`src/rtl/series_ctrl.sv`:
```
// rtl/series_ctrl.sv - control FSM sequencing a multiply/accumulate series datapath
// Optional run cancellation is compiled in with SERIES_CTRL_ABORT_EN.
module series_ctrl #(
  parameter int CNT_W = 4
) (
  input  logic             clk,
  input  logic             rst_n,
  input  logic             start,
  input  logic [1:0]       mode,
  input  logic [CNT_W-1:0] n_terms,
  input  logic             abort,
  output logic             ldx,
  output logic             init_t,
  output logic             init_E,
  output logic             init_cnt,
  output logic             ldt,
  output logic [1:0]       sel,
  output logic             ldE,
  output logic             cnt_en,
  output logic             sub,
  output logic             ready,
  output logic             done,
  output logic [CNT_W-1:0] term_idx
);

  typedef enum logic [2:0] {
    S_IDLE, S_START, S_LOAD, S_MULT, S_ADD, S_DONE
  } state_t;

  localparam logic [CNT_W-1:0] ONE = {{(CNT_W-1){1'b0}}, 1'b1};

  state_t           state_q, state_d;
  logic [1:0]       k_q, k_d;
  logic [CNT_W-1:0] idx_q, idx_d;
  logic [CNT_W-1:0] n_lat_q, n_lat_d;
  logic [1:0]       mode_q, mode_d;
  logic             kill;
  logic             last_k;
  logic             last_term;

`ifdef SERIES_CTRL_ABORT_EN
  assign kill = abort && (state_q != S_IDLE);
`else
  logic unused_abort;
  assign unused_abort = abort;
  assign kill = 1'b0;
`endif

  // sin/cos need three multiply steps per term, Ln/exp two.
  assign last_k    = (k_q == (mode_q[1] ? 2'd2 : 2'd1));
  assign last_term = (idx_q == (n_lat_q - ONE));

  always_comb begin
    state_d = state_q;
    k_d     = k_q;
    idx_d   = idx_q;
    mode_d  = mode_q;
    n_lat_d = n_lat_q;
    case (state_q)
      S_IDLE:  if (start) state_d = S_START;
      S_START: if (!start) state_d = S_LOAD;
      S_LOAD: begin
        state_d = S_MULT;
        k_d     = 2'd0;
        idx_d   = '0;
        mode_d  = mode;
        n_lat_d = (n_terms == '0) ? ONE : n_terms;
      end
      S_MULT: begin
        if (last_k) begin
          state_d = S_ADD;
          k_d     = 2'd0;
        end else begin
          k_d = k_q + 2'd1;
        end
      end
      S_ADD: begin
        if (last_term) begin
          state_d = S_DONE;
        end else begin
          state_d = S_MULT;
          idx_d   = idx_q + ONE;
        end
      end
      S_DONE:  state_d = S_IDLE;
      default: state_d = S_IDLE;
    endcase
    if (kill) begin
      state_d = S_IDLE;
      k_d     = 2'd0;
      idx_d   = idx_q;
      mode_d  = mode_q;
      n_lat_d = n_lat_q;
    end
  end

  always_ff @(posedge clk or negedge rst_n) begin
    if (!rst_n) begin
      state_q <= S_IDLE;
      k_q     <= 2'd0;
      idx_q   <= '0;
      mode_q  <= 2'd0;
      n_lat_q <= '0;
    end else begin
      state_q <= state_d;
      k_q     <= k_d;
      idx_q   <= idx_d;
      mode_q  <= mode_d;
      n_lat_q <= n_lat_d;
    end
  end

  always_comb begin
    ldx      = 1'b0;
    init_t   = 1'b0;
    init_E   = 1'b0;
    init_cnt = 1'b0;
    ldt      = 1'b0;
    sel      = 2'd0;
    ldE      = 1'b0;
    cnt_en   = 1'b0;
    sub      = 1'b0;
    done     = 1'b0;
    ready    = (state_q == S_IDLE);
    term_idx = idx_q;
    if (!kill) begin
      case (state_q)
        S_LOAD: begin
          ldx      = 1'b1;
          init_t   = 1'b1;
          init_E   = 1'b1;
          init_cnt = 1'b1;
        end
        S_MULT: begin
          ldt = 1'b1;
          if (k_q == 2'd0)          sel = 2'd1;
          else if (mode_q == 2'd0)  sel = 2'd0;
          else if (mode_q == 2'd1)  sel = 2'd2;
          else                      sel = (k_q == 2'd1) ? 2'd1 : 2'd2;
        end
        S_ADD: begin
          ldE    = 1'b1;
          cnt_en = 1'b1;
          sub    = (mode_q != 2'd1) && idx_q[0];
        end
        S_DONE:  done = 1'b1;
        default: ;
      endcase
    end
  end

endmodule

```
`config.mk`:
```
export PLATFORM = sky130hd
export DESIGN_NAME = series_ctrl
export DESIGN_NICKNAME = d
export VERILOG_FILES = /design/src/rtl/series_ctrl.sv
export SDC_FILE = /design/constraint.sdc
export NUM_CORES = 1
export LEC_CHECK = 0
export CAP_MARGIN = 25
export CORE_ASPECT_RATIO = 1.2
export CORE_MARGIN = 1.5
export CORE_UTILIZATION = 65
export DETAILED_ROUTE_END_ITERATION = 7
export DONT_BUFFER_PORTS = 1
export MAX_ROUTING_LAYER = met4
export PLACE_DENSITY = 0.79
export SLEW_MARGIN = 5
export SYNTH_ARGS = -nofsm -noshare
export SYNTH_HDL_FRONTEND = slang
export SYNTH_SLANG_ARGS = --single-unit
```
`constraint.sdc`:
```
create_clock -name clk -period 4.66 [get_ports clk]
set_input_delay 0.932 -clock clk [delete_from_list [all_inputs] [get_ports clk]]
set_output_delay 0.932 -clock clk [all_outputs]
set_load 0.005 [all_outputs]
```
==> results.md <==
- The flow ran to the end, and the final reports show no timing, DRC or antenna violations.
- The clock tree from TritonCTS is yes.
- The post-layout instance count excluding filler cells is 127.
- The number of hold-repair buffers added at the cts stage is 0.
- For the final database, setup skew stands at 2.66 ps.
- The number of I/O port buffers is 0.
- In this run, distinct cell masters in the synthesized netlist total 42.
- Once layout is done, the placed cells without fillers occupy 0.00102 mm².
- The share of flip-flops with an asynchronous set or reset is 1.00.
- In this design, the stage delay of the slowest critical-path cell is 500 ps.
- The number of H-tree levels is 1.
- The launching element type of the critical path is a flip-flop.
- The placed instance count is 123.
- The share of post-route cells with drive strength above 1 is 0.127.
- The DRC marker count from the first detailed-route iteration is 12.
- Traced cell by cell, the critical path runs through or3b_1, inv_2, and3_1.
- In the final routed layout, each cell accounts on average for 14.9 µm.
- The first global-routing pass estimated 2990 µm of wire.
- The clock period could shrink to 2590 ps.
- OpenSTA, run right after detailed placement, puts the worst setup slack at 2410 ps.
- Relative to the synthesized area, the layout overhead comes to -0.491%.
- The initial utilization of the core area, before any placement, comes to 0.706.
- The maximum number of pins on one net before global-route repair is 16.
- The post-route DRC violation count is 0.
- Summed over all cells, the static leakage comes to 0.459 nW.
- In this design, the largest share of critical-path delay is due to simple AND/OR/NAND/NOR gates.
- The path class of the lowest-slack min-delay path is in2async.
- The number of global-route vias before repair came to 762.
- The clock-pin slew on the worst setup and hold paths is 90 ps.
- The HPWL after detailed placement is 1390 µm.
- The total global routing overflow is 0.
- In this run the tightest slew margin relative to its limit is 0.726.
- The largest fanout on the critical path is 12.
- Buffers added to address setup during post-CTS repair amount to 0.
- Synthesis produced 114 cells.
- The placement row count is 15.
- For this design the ratio of total power to cell area is 204 mW/mm².
- The count of inserted antenna diode cells is 0.
- The number of synthesized flops with an enable pin is 0.
- The worst setup path is captured at an output port.
- The number of nets in the synthesized netlist is 128.
- Dividing the final minimum period by the clock period gives 0.555.
- Yosys printed 0 warnings.
- The clock root buffer is clkbuf_4.
- STA puts the critical path data arrival time at 1650 ps.
- The global routing usage summed across all routing layers is 0.250.
- The final number of max-transition violations is 0.
- The post-CTS resize count is 0.
- The number of clock buffers added by TritonCTS is 3.
- On the critical path, the stage with the largest delay is an instance of dfrtp_1.
- The worst register-to-register path has a setup slack of 2850 ps.
- The post-synthesis sequential element count is 15.
- The number of nets in the layout is 125.
- The library cell used most frequently in the layout, excluding fill and tap cells, is nand2_1.
- The region available for standard cell placement spans 0.00145 mm².
- The required time at the endpoint of the critical path is 3730 ps.
- The number of vias per cell after detailed routing is 6.30.
- In this run the deepest clock path goes through 2 buffers.
- The number of buffers and inverters on the critical path is 1.
- The average instance in the mapped netlist occupies 8.96 µm².
- The proportion of synthesized chip area in sequential cells is 0.368.
- The setup path with the least slack is of type reg2out.
- The vertical extent of the die is 46.4 µm.
- The clock insertion delay at the later pin of the skew report is 280 ps.
- Leaving out fill and tap cells, the most frequent cells in the layout are nand2_1, dfrtp_1, inv_1.
- The vias after detailed routing is 800.
- The cell area after placement is 990 µm².
- Setup violations remaining at the end of the flow were counted as 0.
- The count of antenna-violating nets left after detailed routing is 0.
- The first detailed-routing pass took 4 iterations.
- The setup TNS is 0 ps.
- The maximum vdd ir drop is 194 µV.
- The actual transition at the worst max-transition pin is 410 ps.
- Measured along the x axis, the die boundary spans 39.2 µm.
- Across the run, the number of max-cap violations was 0.
- CTS saw 15 sinks.
- The number of antenna violations at the first check in global routing is 0.
- Setup slack on the critical path of the routed design comes to 2070 ps.
- The number of endpoints with negative hold slack in the final report is 0.
- Among all flip-flop cells after synthesis, the most frequent one is dfrtp_1.
- The congestion estimate from routability-driven global placement came to 0.823.
- After detailed routing, the total wire length is 1890 µm.
- Setup repair after global routing left no endpoint under its margin.
- The maximum frequency from static timing analysis is 0.387 GHz.
- The floorplan step defined a die boundary enclosing 0.00182 mm².
- The number of top-level pins is 26.
- The cell area after synthesis is 0.00102 mm².
- Once layout is complete, the utilization of the core stands at 0.703.
-- synthesized netlist by cell type (3+ instances only) --
cell type | count | area [µm²]
a21oi_1 | 3 | 15.0
xor2_1 | 3 | 26.3
inv_1 | 8 | 30.0
buf_4 | 5 | 37.5
o211ai_1 | 3 | 22.5
nand2b_1 | 4 | 25.0
ha_1 | 4 | 50.1
nand3_1 | 3 | 15.0
nor3_1 | 3 | 15.0
dfrtp_1 | 15 | 375
buf_2 | 3 | 15.0
o21ai_1 | 5 | 25.0
nand2_1 | 18 | 67.6
-- per-layer routing --
layer / track usage / share of wire / up-vias / routed length [µm]
li1: - / - / 385 / -
met1: 0.274 / 0.43 / 381 / 816
met2: 0.433 / 0.50 / 30 / 939
met3: 0.0531 / 0.056 / 4 / 106
met4: 0.0966 / 0.015 / 0 / 28
met5: - / 0 / - / 0
-- stage by stage --
stage                     hold slack, ps  power, W
final                                326  0.000208
after global routing                 313  0.000214
after CTS                            327  0.000208
after detailed placement             476  0.000133
after global placement               464  0.000133
after floorplan                      447  0.000133
-- path summary, 6_finish.rpt --
path	from	endpoint	cells past startpoint
min reg2reg	mode_q[0]	mode_q[0]	2
min in group clk	mode_q[0]	mode_q[0]	2
max	state_q[1]	sub	3
max reg2reg	n_lat_q[0]	term_idx[1]	6
min	rst_n	state_q[1]	0
max in group asynchronous	rst_n	n_lat_q[1]	0
-- layout make-up --
| cell class | count | area [µm²] |
|---|---|---|
| inverters | 10 | 37.5 |
| well taps | 17 | 21.3 |
| flip-flops and latches | 15 | 375 |
| fillers | 123 | 429 |
| multi-input cells | 81 | 556 |
| clock buffers | 4 | 26.3 |
-- where the power goes --
group          switching (W)  internal (W)
clock network      0.0000440     0.0000333
registers                  0      0.000130
logic           0.0000000816   0.000000195
total              0.0000441      0.000164
-- state kept, by name, summed over array words and instances, names as in the netlist --
name      count
state_q       3
k_q           2
n_lat_q       4
term_idx      4
mode_q        2
-- worst register-to-register path: cells and delay by family, from the launching register on --
kind,cells,cell delay (ps)
compound gates,1,50
xor+xnor,1,260
fa+ha+maj,1,300
buf+inv,1,80
flops,1,400
simple gates,2,620
-- cells by family (layout without fill, tap and decap cells) --
family          Yosys count  count (layout)  share of synthesized area
xor+xnor                  6               6                     0.0735
fa+ha+maj                 4               4                     0.0490
buf+inv                  18              14                     0.0882
mux                       2               2                     0.0208
simple gates             46              46                      0.248
compound gates           23              23                      0.153
flops                    15              15                      0.368
Note: power is estimated with default switching activity, not from simulation.
